### config.mk
export PLATFORM = sky130hd
export DESIGN_NAME = avsd_sar_adc_ctrl_flat
export DESIGN_NICKNAME = d
export VERILOG_FILES = /design/src/rtl/avsd_sar_adc_ctrl_pkg.sv /design/src/rtl/avsd_sar_adc_ctrl_if.sv /design/src/rtl/avsd_adc_phase_cnt.sv /design/src/rtl/avsd_sar_adc_ctrl.sv /design/src/flat_wrapper.sv
export SDC_FILE = /design/constraint.sdc
export NUM_CORES = 1
export LEC_CHECK = 0
export CORE_ASPECT_RATIO = 0.9
export CORE_MARGIN = 2
export CORE_UTILIZATION = 50
export DETAILED_ROUTE_END_ITERATION = 16
export GPL_TIMING_DRIVEN = 0
export PLACE_DENSITY = 0.84
export SETUP_SLACK_MARGIN = 0.4
export SYNTH_ARGS = -nofsm -noshare
export SYNTH_HDL_FRONTEND = slang
export SYNTH_SLANG_ARGS = --single-unit
export TNS_END_PERCENT = 10
### constraint.sdc
create_clock -name CLK -period 5.5 [get_ports CLK]
set_input_delay 1.375 -clock CLK [delete_from_list [all_inputs] [get_ports CLK]]
set_output_delay 1.375 -clock CLK [all_outputs]
set_load 0.02 [all_outputs]
### src/rtl/avsd_sar_adc_ctrl_pkg.sv
// avsd_sar_adc_ctrl shared types and defaults.
// State encoding and default conversion timing.
package avsd_adc_pkg;

  typedef enum logic [1:0] {
    IDLE,
    SAMPLE,
    TRIAL
  } adc_state_e;

  localparam int ADC_WIDTH         = 10;
  localparam int ADC_SAMPLE_CYCLES = 4;
  localparam int ADC_SETTLE_CYCLES = 2;

endpackage

### src/rtl/avsd_sar_adc_ctrl_if.sv
// Core/analog side bundle of the SAR controller.
// slave is the controller, master the core plus comparator.
interface avsd_sar_adc_ctrl_if #(
  parameter int WIDTH = avsd_adc_pkg::ADC_WIDTH
);

  logic             START;
  logic             ABORT;
  logic             CMP;
  logic             SAMPLE;
  logic [WIDTH-1:0] D;
  logic             BUSY;
  logic             DONE;
  logic [WIDTH-1:0] RESULT;

  modport slave (
    input  START,
    input  ABORT,
    input  CMP,
    output SAMPLE,
    output D,
    output BUSY,
    output DONE,
    output RESULT
  );

  modport master (
    output START,
    output ABORT,
    output CMP,
    input  SAMPLE,
    input  D,
    input  BUSY,
    input  DONE,
    input  RESULT
  );

endinterface

### src/rtl/avsd_adc_phase_cnt.sv
// Loadable down-counter timing sample and settle phases.
// tc flags the last cycle of the loaded phase.
module avsd_adc_phase_cnt #(
  parameter int W = 2
) (
  input  logic         clk,
  input  logic         rst_n,
  input  logic         load,
  input  logic [W-1:0] val,
  input  logic         en,
  output logic         tc
);

  logic [W-1:0] cnt_q;

  // count down from the loaded value, parking at zero
  always_ff @(posedge clk) begin
    if (!rst_n)
      cnt_q <= '0;
    else if (load)
      cnt_q <= val;
    else if (en && cnt_q != '0)
      cnt_q <= cnt_q - W'(1);
  end

  assign tc = (cnt_q == '0);

endmodule

### src/rtl/avsd_sar_adc_ctrl.sv
// SAR ADC controller around the avsddac feedback DAC.
// Samples, then resolves one bit per settle phase, MSB first.
module avsd_sar_adc_ctrl
  import avsd_adc_pkg::*;
#(
  parameter int WIDTH         = ADC_WIDTH,
  parameter int SAMPLE_CYCLES = ADC_SAMPLE_CYCLES,
  parameter int SETTLE_CYCLES = ADC_SETTLE_CYCLES
) (
  input logic                CLK,
  input logic                RESETN,
  avsd_sar_adc_ctrl_if.slave bus
);

  localparam int IW = $clog2(WIDTH);
  localparam int MX = (SAMPLE_CYCLES > SETTLE_CYCLES)
                    ? SAMPLE_CYCLES : SETTLE_CYCLES;
  localparam int CW = (MX > 1) ? $clog2(MX) : 1;
  localparam logic [WIDTH-1:0] ONE =
    {{(WIDTH-1){1'b0}}, 1'b1};
  localparam logic [CW-1:0] SMP_LD =
    CW'(SAMPLE_CYCLES - 1);
  localparam logic [CW-1:0] STL_LD =
    CW'(SETTLE_CYCLES - 1);

  adc_state_e       state_q, state_n;
  logic [IW-1:0]    idx_q, idx_n;
  logic [WIDTH-1:0] code_q, code_n;
  logic [WIDTH-1:0] d_q, d_n;
  logic [WIDTH-1:0] res_q, res_n;
  logic             smp_q, smp_n;
  logic             busy_q, busy_n;
  logic             done_q, done_n;
  logic             cnt_ld;
  logic [CW-1:0]    cnt_val;
  logic             cnt_en;
  logic             tc;
  logic [WIDTH-1:0] mask;
  logic [WIDTH-1:0] decided;
  logic [IW-1:0]    idx_dec;

  avsd_adc_phase_cnt #(.W(CW)) u_cnt (
    .clk   (CLK),
    .rst_n (RESETN),
    .load  (cnt_ld),
    .val   (cnt_val),
    .en    (cnt_en),
    .tc    (tc)
  );

  assign mask    = ONE << idx_q;
  assign decided = code_q | (bus.CMP ? mask : '0);
  assign idx_dec = idx_q - IW'(1);

  // state and registered outputs
  always_ff @(posedge CLK) begin
    if (!RESETN) begin
      state_q <= IDLE;
      idx_q   <= '0;
      code_q  <= '0;
      d_q     <= '0;
      res_q   <= '0;
      smp_q   <= 1'b0;
      busy_q  <= 1'b0;
      done_q  <= 1'b0;
    end else begin
      state_q <= state_n;
      idx_q   <= idx_n;
      code_q  <= code_n;
      d_q     <= d_n;
      res_q   <= res_n;
      smp_q   <= smp_n;
      busy_q  <= busy_n;
      done_q  <= done_n;
    end
  end

  // next state, trial code and phase counter control
  always_comb begin
    state_n = state_q;
    idx_n   = idx_q;
    code_n  = code_q;
    d_n     = d_q;
    res_n   = res_q;
    smp_n   = 1'b0;
    busy_n  = busy_q;
    done_n  = 1'b0;
    cnt_ld  = 1'b0;
    cnt_val = STL_LD;
    cnt_en  = 1'b0;
    unique case (state_q)
      IDLE: begin
        busy_n = 1'b0;
        if (!bus.ABORT && bus.START) begin
          state_n = SAMPLE;
          busy_n  = 1'b1;
          smp_n   = 1'b1;
          d_n     = '0;
          code_n  = '0;
          cnt_ld  = 1'b1;
          cnt_val = SMP_LD;
        end
      end
      SAMPLE: begin
        if (bus.ABORT) begin
          state_n = IDLE;
          busy_n  = 1'b0;
          d_n     = '0;
          code_n  = '0;
        end else if (tc) begin
          state_n = TRIAL;
          idx_n   = IW'(WIDTH - 1);
          d_n     = code_q | (ONE << (WIDTH - 1));
          cnt_ld  = 1'b1;
        end else begin
          smp_n  = 1'b1;
          cnt_en = 1'b1;
        end
      end
      TRIAL: begin
        if (bus.ABORT) begin
          state_n = IDLE;
          busy_n  = 1'b0;
          d_n     = '0;
          code_n  = '0;
        end else if (tc) begin
          code_n = decided;
          if (idx_q == '0) begin
            state_n = IDLE;
            busy_n  = 1'b0;
            done_n  = 1'b1;
            res_n   = decided;
            d_n     = decided;
          end else begin
            idx_n  = idx_dec;
            d_n    = decided | (ONE << idx_dec);
            cnt_ld = 1'b1;
          end
        end else begin
          cnt_en = 1'b1;
        end
      end
      default: begin
        state_n = IDLE;
        busy_n  = 1'b0;
      end
    endcase
  end

  assign bus.SAMPLE = smp_q;
  assign bus.D      = d_q;
  assign bus.BUSY   = busy_q;
  assign bus.DONE   = done_q;
  assign bus.RESULT = res_q;

endmodule

### src/flat_wrapper.sv
// flat-port wrapper written by rule: the top's interface ports become plain ports
module avsd_sar_adc_ctrl_flat import avsd_adc_pkg::*;
#(
  parameter int WIDTH         = ADC_WIDTH,
  parameter int SAMPLE_CYCLES = ADC_SAMPLE_CYCLES,
  parameter int SETTLE_CYCLES = ADC_SETTLE_CYCLES
)
  (CLK, RESETN, bus_START, bus_ABORT, bus_CMP, bus_SAMPLE, bus_D, bus_BUSY, bus_DONE, bus_RESULT);
  avsd_sar_adc_ctrl_if #(.WIDTH(WIDTH)) bus_i ();
  input logic CLK;
  input logic RESETN;
  input wire logic [$bits(bus_i.START)-1:0] bus_START;
  input wire logic [$bits(bus_i.ABORT)-1:0] bus_ABORT;
  input wire logic [$bits(bus_i.CMP)-1:0] bus_CMP;
  output wire logic [$bits(bus_i.SAMPLE)-1:0] bus_SAMPLE;
  output wire logic [$bits(bus_i.D)-1:0] bus_D;
  output wire logic [$bits(bus_i.BUSY)-1:0] bus_BUSY;
  output wire logic [$bits(bus_i.DONE)-1:0] bus_DONE;
  output wire logic [$bits(bus_i.RESULT)-1:0] bus_RESULT;
  assign bus_i.START = bus_START;
  assign bus_i.ABORT = bus_ABORT;
  assign bus_i.CMP = bus_CMP;
  assign bus_SAMPLE = bus_i.SAMPLE;
  assign bus_D = bus_i.D;
  assign bus_BUSY = bus_i.BUSY;
  assign bus_DONE = bus_i.DONE;
  assign bus_RESULT = bus_i.RESULT;
  avsd_sar_adc_ctrl #(.WIDTH(WIDTH), .SAMPLE_CYCLES(SAMPLE_CYCLES), .SETTLE_CYCLES(SETTLE_CYCLES)) u_core (.CLK(CLK), .RESETN(RESETN), .bus(bus_i));
endmodule
==> results summary, run 1 <==
The flow ran to the end, and the final reports show no timing, DRC or antenna violations. In this run the power spent charging and discharging nets is between 0.4 and 0.5 mW. STA classifies the critical path endpoint as a flip-flop. The final net count is 311. The die span in y came out at 68.0 um. The number of search-and-repair iterations in the first detailed-routing pass is 7. Walking the worst path, the cells encountered are clkdlybuf4s50_1, nand2b_1, a221oi_2, nand2_2, o21ai_0. The number of buffers and inverters on the critical path is 1. The count of buffers from port buffering is 25. The standard-cell row count came out at 23. The reg-to-reg setup timing slack came out at approximately 3.2 ns. The placer congestion estimate is about 1. The number of antenna violations at the first check in global routing is 0. The via count of the routed design came out at about 2.2k. Dividing the synthesized area by the synthesized cell count gives 8.62 um2. The accumulated negative setup slack came out at 0 ns. For this run, the total global-route usage over all layers was measured as a little over a quarter. The via count of the first global-routing pass came out at around 2k. The TritonCTS clock tree is yes. The post-CTS repair timing setup buffer count came out at 0. The fraction of layout instances using a drive strength above 1 is 9.43%. Headroom to the max-slew limit came out at a little over half. The post-cts sizing count is 0. After clock tree synthesis, the flow added hold-fix buffers numbering 0. The deepest clock path buffer count came out at 2. The clock transition at the register clock pins on the worst setup and hold paths after CTS came out at 0.10 ns.

The clock net in this run drives a total of 41 sinks. The area of the core is ~4400 um2. After legalization and detailed placement, the total HPWL measured roughly 4.5 mm. After detailed routing, the number of remaining DRC violations is 0. The synthesized netlist contains 55 unique library cells.

The routed design has between 6 and 7 mm of wire. The number of enable-type register cells in the synthesized netlist is 0. The worst reg-to-reg path cell count is 8. The placed instance area is 2600 um2. The worst register-to-register path ends at u_core.bus.RESULT[7]. The count of nets left with antenna violations once routing finished came out at 0. The worst hold path belongs to the class flip-flop to flip-flop. The first-iteration detailed-routing DRC count is between 200 and 250. The combinational power share came out at about 48%.

The time the worst path needs with I/O delays and setup is 3.12 ns. For hold timing, the worst endpoint is u_core.u_cnt.cnt_q[1]. VDD sags by at most 238 uV. The area of the die is around 5000 um2. The worst setup path is launched from an input port. After synthesis the netlist holds a flip-flop and latch count of 41. The total setup violations reported at the end of the flow is 0.

In this run the cell area of the synthesized design comes to approximately 2300 um2. The cell-internal power came out at between 0.6 and 0.7 mW. The wire length of the first global-routing pass came out at ~10 mm. After detailed routing, the number of vias per cell comes to between 6 and 7. The area growth from synthesis to final layout is 18.5%.

The number of max-slew violations in the final report came out at 0. Of all nets on the critical path, the largest fanout is 10. The number of hold violations in the final report came out at 0. The design draws ~1.1 mW. Registers are responsible for 32.1% of the overall power. The pin slew with the least headroom to its limit is between 0.7 and 0.8 ns.

The area of all placed cells without fillers is between 2000 and 3000 um2. The required time of the critical path came out at 5.73 ns. The proportion of register bits with asynchronous set or reset after synthesis came out at 0%.

The wire length per cell is 17.4 um. The largest individual stage delay along the critical path comes from the cell a221oi_2. The total overflow left after global routing is 0. The total power divided by cell area came out at about 410 nW/um2. Setup repair after global routing left no endpoint under its margin. The post-synthesis net count is roughly 280. The portion of total power attributed to the clock network came out at 20.2%. The root buffer selected by CTS is clkbuf_8. The initial core utilization came out at approximately 52%. The static leakage power is 0.917 nW. Counting instances, the worst hold path has a depth of 2.

In this run, CTS created clock tree buffers numbering 5. The deepest level of the CTS H-tree came out at 2. For this design the top-level I/O count stands at 28.

By startpoint and endpoint, the worst setup path is classified as input port to flip-flop. The count of max-cap constraint violations is 0. In the synthesized netlist, the number of instances is 264. The warning count from the yosys run is 0. The horizontal die dimension is roughly 75 um. In this run the most critical hold path is launched from u_core.u_cnt.cnt_q[1].

The antenna diode count came out at 0. The switching fraction of total power came out at approximately 45%. The worst register-to-register path begins at u_core.idx_q[0].

The setup clock skew after layout is about 0.0079 ns. In this design, the stage delay of the slowest critical-path cell is 0.61 ns. The arrival time reported for the critical path endpoint came out at about 3.4 ns. After synthesis, flip-flops and latches occupy 36.1% of the total area. The clock reaches the later pin of the worst-skew pair after approximately 0.32 ns. The largest delay contributor family on the critical path is compound AO/OA/AOI/OAI gates.

Entering global routing, the biggest net connects 16 pins. The highest clock rate is ~320 MHz. Among all flip-flop cells after synthesis, the most frequent one is dfxtp_1. After layout, the worst path uses 56.7% of the clock period.
## cells by family after synthesis
family,share of synthesized area [%]
mux,4.02
buf+inv,6.00
simple gates,23.0
fa+ha+maj,5.50
compound gates,25.0
xor+xnor,0.385
flops,36.1
## flip-flops by register name, summed over array words and instances, names as in the netlist
signal	count
u_core.bus.D	10
u_core.idx_q	4
u_core.bus.SAMPLE	1
u_core.code_q	10
u_core.bus.BUSY	1
u_core.bus.RESULT	10
u_core.u_cnt.cnt_q	2
u_core.bus.DONE	1
u_core.state_q	2
## metrics by stage
| stage | util, % | std cells | hold WS, ns | worst slack (ns) |
|---|---|---|---|---|
| 6_report | 61.2 | 359 | 0.480 | 2.38 |
| 3_3_place_gp | 59.1 | 351 | 0.460 | 2.16 |
| 3_5_place_dp | 59.1 | 351 | 0.472 | 2.10 |
| 5_1_grt | 61.2 | 359 | 0.507 | 2.26 |
| 4_1_cts | 61.2 | 359 | 0.484 | 2.43 |
| 2_1_floorplan | - | 264 | 0.447 | 2.92 |
## cell usage after synthesis, types with 2 or more instances
library cell	n	area (um2)
a211oi_2	2	25.0
a21oi_1	11	55.1
a221oi_1	5	43.8
a311oi_1	4	35.0
a31o_2	4	35.0
a31oi_1	6	37.5
and2_1	7	43.8
buf_1	2	7.51
clkbuf_1	12	45.0
dfxtp_1	41	821
ha_1	10	125
inv_1	16	60.1
mux2i_1	8	80.1
nand2_1	9	33.8
nand2b_1	2	12.5
nand3_1	19	95.1
nand4_1	5	31.3
nand4b_1	5	43.8
nor2_1	21	78.8
nor2b_1	7	43.8
nor3_1	8	40.0
o211a_1	3	30.0
o211ai_1	6	45.0
o21ai_0	10	50.1
o21ba_2	3	30.0
o21bai_1	2	15.0
o221ai_1	3	26.3
o22ai_1	2	12.5
o32ai_1	3	26.3
or2_2	3	18.8
## cells in the final DEF (no fill, tap or decap), drive strengths merged, types with 4 or more instances in the layout
master / n
o211ai: 6
a31oi: 6
mux2i: 8
a311oi: 4
buf: 5
nand4: 5
inv: 18
nor2b: 7
nor2: 21
ha: 10
nor3: 8
nand2: 10
o21ai: 10
clkbuf: 17
clkdlybuf4s50: 25
nand4b: 5
a221oi: 6
a31o: 4
dfxtp: 41
and2: 7
a21oi: 11
nand3: 19
## power by group through the flow
| stage | logic [mW] | clock network [mW] | registers (mW) |
|---|---|---|---|
| after floorplan | 0.367 | 0 | 0.368 |
| after global placement | 0.497 | 0 | 0.357 |
| after detailed placement | 0.507 | 0 | 0.359 |
| after CTS | 0.509 | 0.223 | 0.352 |
| after global routing | 0.567 | 0.235 | 0.357 |
| final | 0.523 | 0.222 | 0.353 |
## routing by layer
layer	vias to the layer above	GRT usage, %	wire length, um
met2	129	39.5	2790
met1	1022	37.7	2780
met5	-	0	0
met4	0	10.9	114
met3	15	5.45	582
li1	1047	-	-
## how the worst max path moves through the flow
stage / start / to / slack, ns / depth (start not counted)
3_5_place_dp: bus_ABORT / u_core.bus.RESULT[7] / 2.10 / 6
6_report: bus_ABORT / u_core.bus.D[9] / 2.38 / 5
5_1_grt: bus_ABORT / u_core.bus.D[9] / 2.26 / 5
4_1_cts: bus_ABORT / u_core.bus.D[9] / 2.43 / 5
3_3_place_gp: bus_ABORT / u_core.bus.D[3] / 2.16 / 5
2_1_floorplan: RESETN / u_core.bus.D[4] / 2.92 / 5
## cell type report
cell class	instances	area (um2)
plain buffers	17	76.3
clock buffers	5	68.8
clock inverters	3	25.0
fillers	381	1710
inverters	16	60.1
multi-input cells	190	1320
flip-flops and latches	41	821
well taps	62	77.6
repair buffers	25	250
## worst min-delay path, stage by stage (launching register included)
cell and delay, ns:
dfxtp_1 0.32, nand3_1 0.06, o22ai_1 0.06
Note: power is estimated with default switching activity, not from simulation.
==> run 2: changes to the inputs <==
==> constraint.sdc (replaced) <==
create_clock -name CLK -period 3.1 [get_ports CLK]
set_input_delay 0.775 -clock CLK [delete_from_list [all_inputs] [get_ports CLK]]
set_output_delay 0.775 -clock CLK [all_outputs]
set_load 0.02 [all_outputs]
==> results of run 2 <==
The final DEF is identical to that of run 1. Status: finished clean.
Among the figures that moved: setup slack after placement 2.10 ns -> 0.301 ns; setup slack after layout 2.38 ns -> 0.584 ns; register-to-register setup slack 3.18 ns -> 0.78 ns; total power 1.10 mW -> 1.95 mW; worst IR drop on VDD 238 uV -> 423 uV
